`src/rtl/if_hazard_controller.sv`:
```
// IF-stage hazard controller: sequences PC write-enable, branch-target select,
// IF/ID write/flush and an ID/EX bubble from load-use hazards, taken branches
// and a slow instruction memory. Also keeps saturating stall/flush counters.
module if_hazard_controller #(
  parameter int REG_ADDR_W   = 5,
  parameter int FLUSH_CYCLES = 1,
  parameter int CNT_W        = 16
) (
  input  logic                  clock,
  input  logic                  reset_n,
  input  logic                  id_ex_mem_read,
  input  logic [REG_ADDR_W-1:0] id_ex_rt,
  input  logic [REG_ADDR_W-1:0] if_id_rs,
  input  logic [REG_ADDR_W-1:0] if_id_rt,
  input  logic                  branch_taken,
  input  logic                  imem_ready,
  output logic                  pc_write,
  output logic                  pc_src,
  output logic                  if_id_write,
  output logic                  if_id_flush,
  output logic                  id_ex_bubble,
  output logic [CNT_W-1:0]      stall_count,
  output logic [CNT_W-1:0]      flush_count,
  output logic [1:0]            state
);

  localparam int FCNT_W = (FLUSH_CYCLES > 1) ? $clog2(FLUSH_CYCLES) : 1;
  localparam logic [FCNT_W-1:0] FCNT_INIT = FCNT_W'(FLUSH_CYCLES - 1);
  localparam logic [FCNT_W-1:0] FCNT_ONE  = FCNT_W'(1);

  typedef enum logic [1:0] {
    RUN      = 2'd0,
    FLUSH    = 2'd1,
    MEM_WAIT = 2'd2,
    UNUSED   = 2'd3
  } state_t;

  state_t            state_q, state_d;
  logic [FCNT_W-1:0] fcnt_q, fcnt_d;
  logic              stall_inc;
  logic              flush_inc;
  logic              hazard;

  // Counter increment that sticks at all-ones instead of wrapping.
  function automatic logic [CNT_W-1:0] sat_inc(input logic [CNT_W-1:0] v);
    if (&v) return v;
    return v + {{(CNT_W-1){1'b0}}, 1'b1};
  endfunction

  // A load in EX whose destination (not $zero) is read by the instruction in ID.
  assign hazard = id_ex_mem_read & (id_ex_rt != '0) &
                  ((id_ex_rt == if_id_rs) | (id_ex_rt == if_id_rt));

  assign state = state_q;

  // Next-state and control outputs: branch beats hazard beats memory wait.
  always_comb begin
    pc_write     = 1'b1;
    pc_src       = 1'b0;
    if_id_write  = 1'b1;
    if_id_flush  = 1'b0;
    id_ex_bubble = 1'b0;
    state_d      = state_q;
    fcnt_d       = fcnt_q;
    stall_inc    = 1'b0;
    flush_inc    = 1'b0;
    if (branch_taken) begin
      // Redirect to the branch target; any outstanding fetch is abandoned.
      pc_src       = 1'b1;
      if_id_flush  = 1'b1;
      id_ex_bubble = 1'b1;
      flush_inc    = 1'b1;
      if (FLUSH_CYCLES > 1) begin
        state_d = FLUSH;
        fcnt_d  = FCNT_INIT;
      end else begin
        state_d = RUN;
        fcnt_d  = '0;
      end
    end else begin
      case (state_q)
        RUN: begin
          if (hazard) begin
            // One stall cycle: the bubble removes the load from EX next cycle.
            pc_write     = 1'b0;
            if_id_write  = 1'b0;
            id_ex_bubble = 1'b1;
            stall_inc    = 1'b1;
          end else if (!imem_ready) begin
            pc_write    = 1'b0;
            if_id_flush = 1'b1;
            state_d     = MEM_WAIT;
          end
        end
        MEM_WAIT: begin
          // IF/ID holds a NOP here, so a hazard cannot exist against it.
          if (!imem_ready) begin
            pc_write    = 1'b0;
            if_id_flush = 1'b1;
          end else begin
            state_d = RUN;
          end
        end
        FLUSH: begin
          if_id_flush = 1'b1;
          pc_write    = imem_ready;
          if (fcnt_q <= FCNT_ONE) begin
            fcnt_d  = '0;
            state_d = RUN;
          end else begin
            fcnt_d = fcnt_q - FCNT_ONE;
          end
        end
        default: state_d = RUN;
      endcase
    end
    if (!reset_n) begin
      pc_write     = 1'b0;
      pc_src       = 1'b0;
      if_id_write  = 1'b0;
      if_id_flush  = 1'b1;
      id_ex_bubble = 1'b1;
    end
  end

  // FSM state and flush-cycle counter.
  always_ff @(posedge clock or negedge reset_n) begin
    if (!reset_n) begin
      state_q <= RUN;
      fcnt_q  <= '0;
    end else begin
      state_q <= state_d;
      fcnt_q  <= fcnt_d;
    end
  end

  // Saturating event counters for the log dumps.
  always_ff @(posedge clock or negedge reset_n) begin
    if (!reset_n) begin
      stall_count <= '0;
      flush_count <= '0;
    end else begin
      if (stall_inc) stall_count <= sat_inc(stall_count);
      if (flush_inc) flush_count <= sat_inc(flush_count);
    end
  end

endmodule

```
`config.mk`:
```
export PLATFORM = sky130hd
export DESIGN_NAME = if_hazard_controller
export DESIGN_NICKNAME = d
export VERILOG_FILES = /design/src/rtl/if_hazard_controller.sv
export SDC_FILE = /design/constraint.sdc
export NUM_CORES = 1
export LEC_CHECK = 0
export CAP_MARGIN = 40
export CORE_ASPECT_RATIO = 0.6
export CORE_MARGIN = 2
export CORE_UTILIZATION = 51
export CTS_BUF_LIST = sky130_fd_sc_hd__clkbuf_4
export CTS_CLUSTER_DIAMETER = 120
export DETAILED_ROUTE_END_ITERATION = 6
export PLACE_DENSITY = 0.86
export SYNTH_ARGS = -nofsm -noshare
export SYNTH_HDL_FRONTEND = slang
export SYNTH_SLANG_ARGS = --single-unit
```
`constraint.sdc`:
```
create_clock -name clock -period 3.82 [get_ports clock]
set_input_delay 0.764 -clock clock [delete_from_list [all_inputs] [get_ports clock]]
set_output_delay 0.764 -clock clock [all_outputs]
set_load 0.05 [all_outputs]
```
# Word level (Yosys, flattened, before mapping)
# Cells that the tools add are included.
# classes
muxes	36
reduce_logical	8
magnitude_cmp	1
eq_ne	10
bitwise	3
add_sub_neg	3
# ops
op	n
16-bit by 1-bit adder with 16-bit output, second input constant	2
16-bit 2-to-1 mux	2
16-bit AND reduction	2
1-bit 2-to-1 mux	26
3-bit inequality test, second input constant	4
5-bit equality test	2
2-bit 2-to-1 mux	5
1-bit case mux with 3 select lines	2
2-bit case mux with 3 select lines	1
5-bit nonzero test	1
2-bit inequality test, second input constant	2
2-bit AND reduction	2
4-bit AND reduction	1
1-bit AND	2
2-bit by 1-bit equality test with 1-bit output, second input constant	1
2-bit equality test, second input constant	1
2-bit logical NOT	1
2-bit nonzero test	1
1-bit <= comparator, second input constant	1
1-bit OR	1
1-bit subtractor, second input constant	1
# totals
word_cells	65
out_inout_bits	39
ff_bits	35
input_bits	20

# Logic depth before layout (Yosys ltp)
# depth
depth_word	9
depth_mapped	7
depth_no_buf	6

# Worst setup path before layout
# Ideal clock, no wire load.
# synth_path
path_type	input-to-output
from	in id_ex_rt[1]
to	out if_id_flush
path_stages	4
required_ns	3.056
slack_ns	0.817
path_buffers	0
t_arrival_ns	2.239
cell_sequence	or4_4 -> o21ai_4 -> nor2b_1 -> o21ai_1
# synth_between
elab_chain_len	7
elab_cells_between_ends	10
classes_between	eq/ne (2); mux (4); bitwise (3); reduce/logical (1)
# synth_lines
item	line_no	text
start, declared	12	input logic [REG_ADDR_W-1:0] id_ex_rt,
5-bit equality test or 5-bit nonzero test (tied branches)	52, 51	
1-bit OR or 1-bit AND (tied branches)	52, 51	
1-bit AND *	51	assign hazard = id_ex_mem_read & (id_ex_rt != '0) &
1-bit 2-to-1 mux *	83	if (hazard) begin
1-bit case mux with 3 select lines *	81	case (state_q)
1-bit 2-to-1 mux *	67	if (branch_taken) begin
1-bit 2-to-1 mux *	117	if (!reset_n) begin
end, declared	20	output logic if_id_flush,
# Every way passes the cells marked *; elsewhere a longest branch is shown, timed or not.

# Final worst setup path
# layout_path
from	in id_ex_rt[1]
to	out pc_write
# layout_between
elab_chain_len	7
elab_cells_between_ends	10
classes_between	eq/ne (2); mux (4); bitwise (3); reduce/logical (1)
# layout_lines
item	line_no	text
5-bit equality test or 5-bit nonzero test (tied branches)	52, 51	
1-bit OR or 1-bit AND (tied branches)	52, 51	
1-bit AND *	51	
1-bit 2-to-1 mux *	83	
1-bit case mux with 3 select lines *	81	
1-bit 2-to-1 mux *	67	
1-bit 2-to-1 mux *	117	
end, declared	17	output logic pc_write,
# Marks and branches as above.

==> flow_summary.yaml <==
run_status:
  status: "complete, no violations"
global_routing:
  grt_pass1_vias: 1494
  track_usage_pct: 22.0
  grt.overflow.total: 0
  antenna_found_initial: 0
  grt_pass1_wl_mm: 6.98
  grt_max_degree: 33
route:
  first_iter_violations: 95
  detail-route-antenna-nets: 0
  via_per_inst: 5.36
  drc: 0
  dr_total_vias: 1521
  wl_mm: 4.03
  drt_pass1_iterations: 4
  wl_per_cell_microns: 14.2
sta:
  fin_setup_tns_ps: 0
  rsz0062_at_grt: "no"
  skew_ps: 6.22
  slew_headroom_pct: 66.2
  finalMaxSlewViolations: 0
  final-hold-violation-count: 0
  setup_viol: 0
  clock.fmax_mhz: 304
  worst_slew_pin_slew_ps: 506
  min_period_over_period_pct: 86.1
  period_needed_ps: 3290
layout:
  drive_gt1_share_pct: 13.0
  fill_cells: 252
  synthToLayoutAreaGrowth_pct: 36.7
  antenna_cells: 0
  stdcell_count: 284
  nNetsFinal: 260
worst_setup_path:
  arrival_ps: 2530
  critPathLaunchType: "input port"
  endpoint_kind: "output port"
  cp_slowest_cell: "or4_4"
  cp_slowest_stage_delay_ps: 580
  worstPathRequired_ps: 3060
  cp_max_fo: 4
  path_class: "in2out"
  path_cells: "clkdlybuf4s50_1 > or4_4 > o21ai_4 > nand2b_1 > a31o_1 > buf_4"
synthesis:
  synthCells: 176
  yosysTopAreaCell: "dfrtp_1"
  ys_top_cells_by_area: "dfrtp_1, xnor2_1, nand3_2"
  synth_edf_count: 0
  ys_types: 39
  synth_top_cells_by_count: "dfrtp_1, xnor2_1, nand2_1"
  synth_area_sq_mm: 0.00186
  avgSynthCellArea_sq_um: 10.5
  ys_async_sr_fraction_pct: 100
  synth_fp_nets: 198
  seq_area_frac_synth_pct: 44.5
  synth-seq-cells: 33
  synth_top_flop_cell: "dfrtp_1"
  ys_warn_count: 0
  synth_top_area_share_pct: 44.5
min_path:
  hold_path_class: "reg2reg"
placement:
  hpwl_mm: 3.10
  portBuffers: 57
  gp_congestion: 0.785
  dp_cells: 276
clocking:
  cts-buffers-inserted: 5
  clk_pin_slew_worst_paths_ps: 100
  cts_hold_buf: 0
  clk_latency_ps: 330
  postCtsSetupBuffers: 0
  cts_resized: 0
  root_buffer: "clkbuf_4"
  htree_levels: 2
  cts.sinks: 33
  cts_tree: "built"
  clockBufferDepth: 2
die:
  core_area_sq_mm: 0.00336
  design.die.area_sq_mm: 0.00415
  rows: 16
  num_io_pins: 59
  die_h_microns: 50.7
  start_util_pct: 55.2
  die_x_microns: 81.9
power:
  netSwitchingFraction_pct: 42.3
  vdd_drop_max_mv: 0.394
  power.leakage_nw: 1.02
  power.switching_w: 0.000473
  p_comb_share_pct: 40.9
  p_per_area_mw_per_mm2: 441
  power_frac_seq_pct: 41.9
  intPower_w: 0.000646
  pwr-share-clk_pct: 17.2
flow_run:
  maxCapViolations: 0
-- flip-flops by register name (all words and copies together) (netlist names) --
name	count
stall_count	16
flush_count	16
state	1
-- worst max-delay path, delay by kind of cell --
kind	cells	cell delay [ps]
AOI/OAI and AO/OA	2	340
and+or+nand+nor	2	760
buffers and inverters	2	660
-- stage by stage --
stage          worst slack (ps)  hold WS (ps)  power, W  instance area [sq um]  util (%)
6_report                    529           501   0.00112                   2540      75.4
5_1_grt                     433           539   0.00119                   2540      75.4
4_1_cts                     511           499   0.00113                   2540      75.4
3_5_place_dp                513           485  0.000934                   2480      73.8
3_3_place_gp                568           480  0.000929                   2480      73.8
2_1_floorplan               817           468  0.000762                   1860         -
-- layout by cell type (no fill, tap or decap), types with 2 or more instances in the layout --
cell and instances:
clkdlybuf4s50_1 52, xnor2_1 33, dfrtp_1 33, nand2_1 14
nand3_1 12, nor2_1 12, nand4_1 11, nand3_2 9
and3_1 8, clkbuf_4 6, buf_4 6, xor2_1 4
nor2b_1 3, and4_1 3, o21a_1 2, a21oi_1 2
mux2_1 2, nor3_1 2, ha_1 2, clkinv_2 2
buf_12 2
-- per-layer routing --
metal  global-route usage [%]  up-vias  part of all wire (%)
li1                         -      743                     -
met2                     32.0       51                    40
met3                     6.29        7                   9.2
met1                     32.1      720                    49
met5                        0        -                     0
met4                     5.83        0                  0.94
-- path summary, 6_finish.rpt --
kind,startpoint,end,slack (ps),cells after the start
worst max-delay path,id_ex_rt[1],pc_write,530,6
worst min-delay path,flush_count[15]$_DFFE_PN0P_,flush_count[15]$_DFFE_PN0P_,500,1
worst max register to register,stall_count[0]$_DFFE_PN0P_,stall_count[1]$_DFFE_PN0P_,1800,7
worst min register to register,flush_count[15]$_DFFE_PN0P_,flush_count[15]$_DFFE_PN0P_,500,1
max in group asynchronous,reset_n,stall_count[3]$_DFFE_PN0P_,2540,2
min in group asynchronous,reset_n,state[1]$_DFFE_PN0P_,630,1
-- cells by family (layout without fill, tap and decap cells) --
kind of cell | Yosys count | in the layout | synth area share, %
AO/OA/AOI/OAI | 11 | 11 | 4.79
XOR/XNOR | 37 | 37 | 17.5
adder cells (fa/ha/maj) | 2 | 2 | 1.35
buffers and inverters | 6 | 69 | 2.09
flip-flops | 33 | 33 | 44.5
multiplexers | 2 | 2 | 1.21
other | 1 | 1 | 0.202
AND/OR/NAND/NOR | 84 | 84 | 28.4
-- area by class of cell --
| type | count | area [sq um] | area share, % |
|---|---|---|---|
| inverter | 1 | 3.75 | 0.148 |
| clock inverter | 2 | 10.0 | 0.394 |
| tap | 45 | 56.3 | 2.22 |
| clock buffer | 6 | 45.0 | 1.78 |
| sequential | 33 | 826 | 32.5 |
| timing repair buffer | 60 | 606 | 23.9 |
| multi-input combinational | 137 | 991 | 39.1 |
-- power groups by stage --
stage                     Sequential (W)  Clock [W]  Combinational, W
after detailed placement        0.000475          0          0.000459
after floorplan                 0.000641          0          0.000121
after global placement          0.000475          0          0.000454
after global routing            0.000482   0.000214          0.000490
after CTS                       0.000469   0.000200          0.000461
final                           0.000470   0.000192          0.000458
Power figures use the tool's default switching activity.
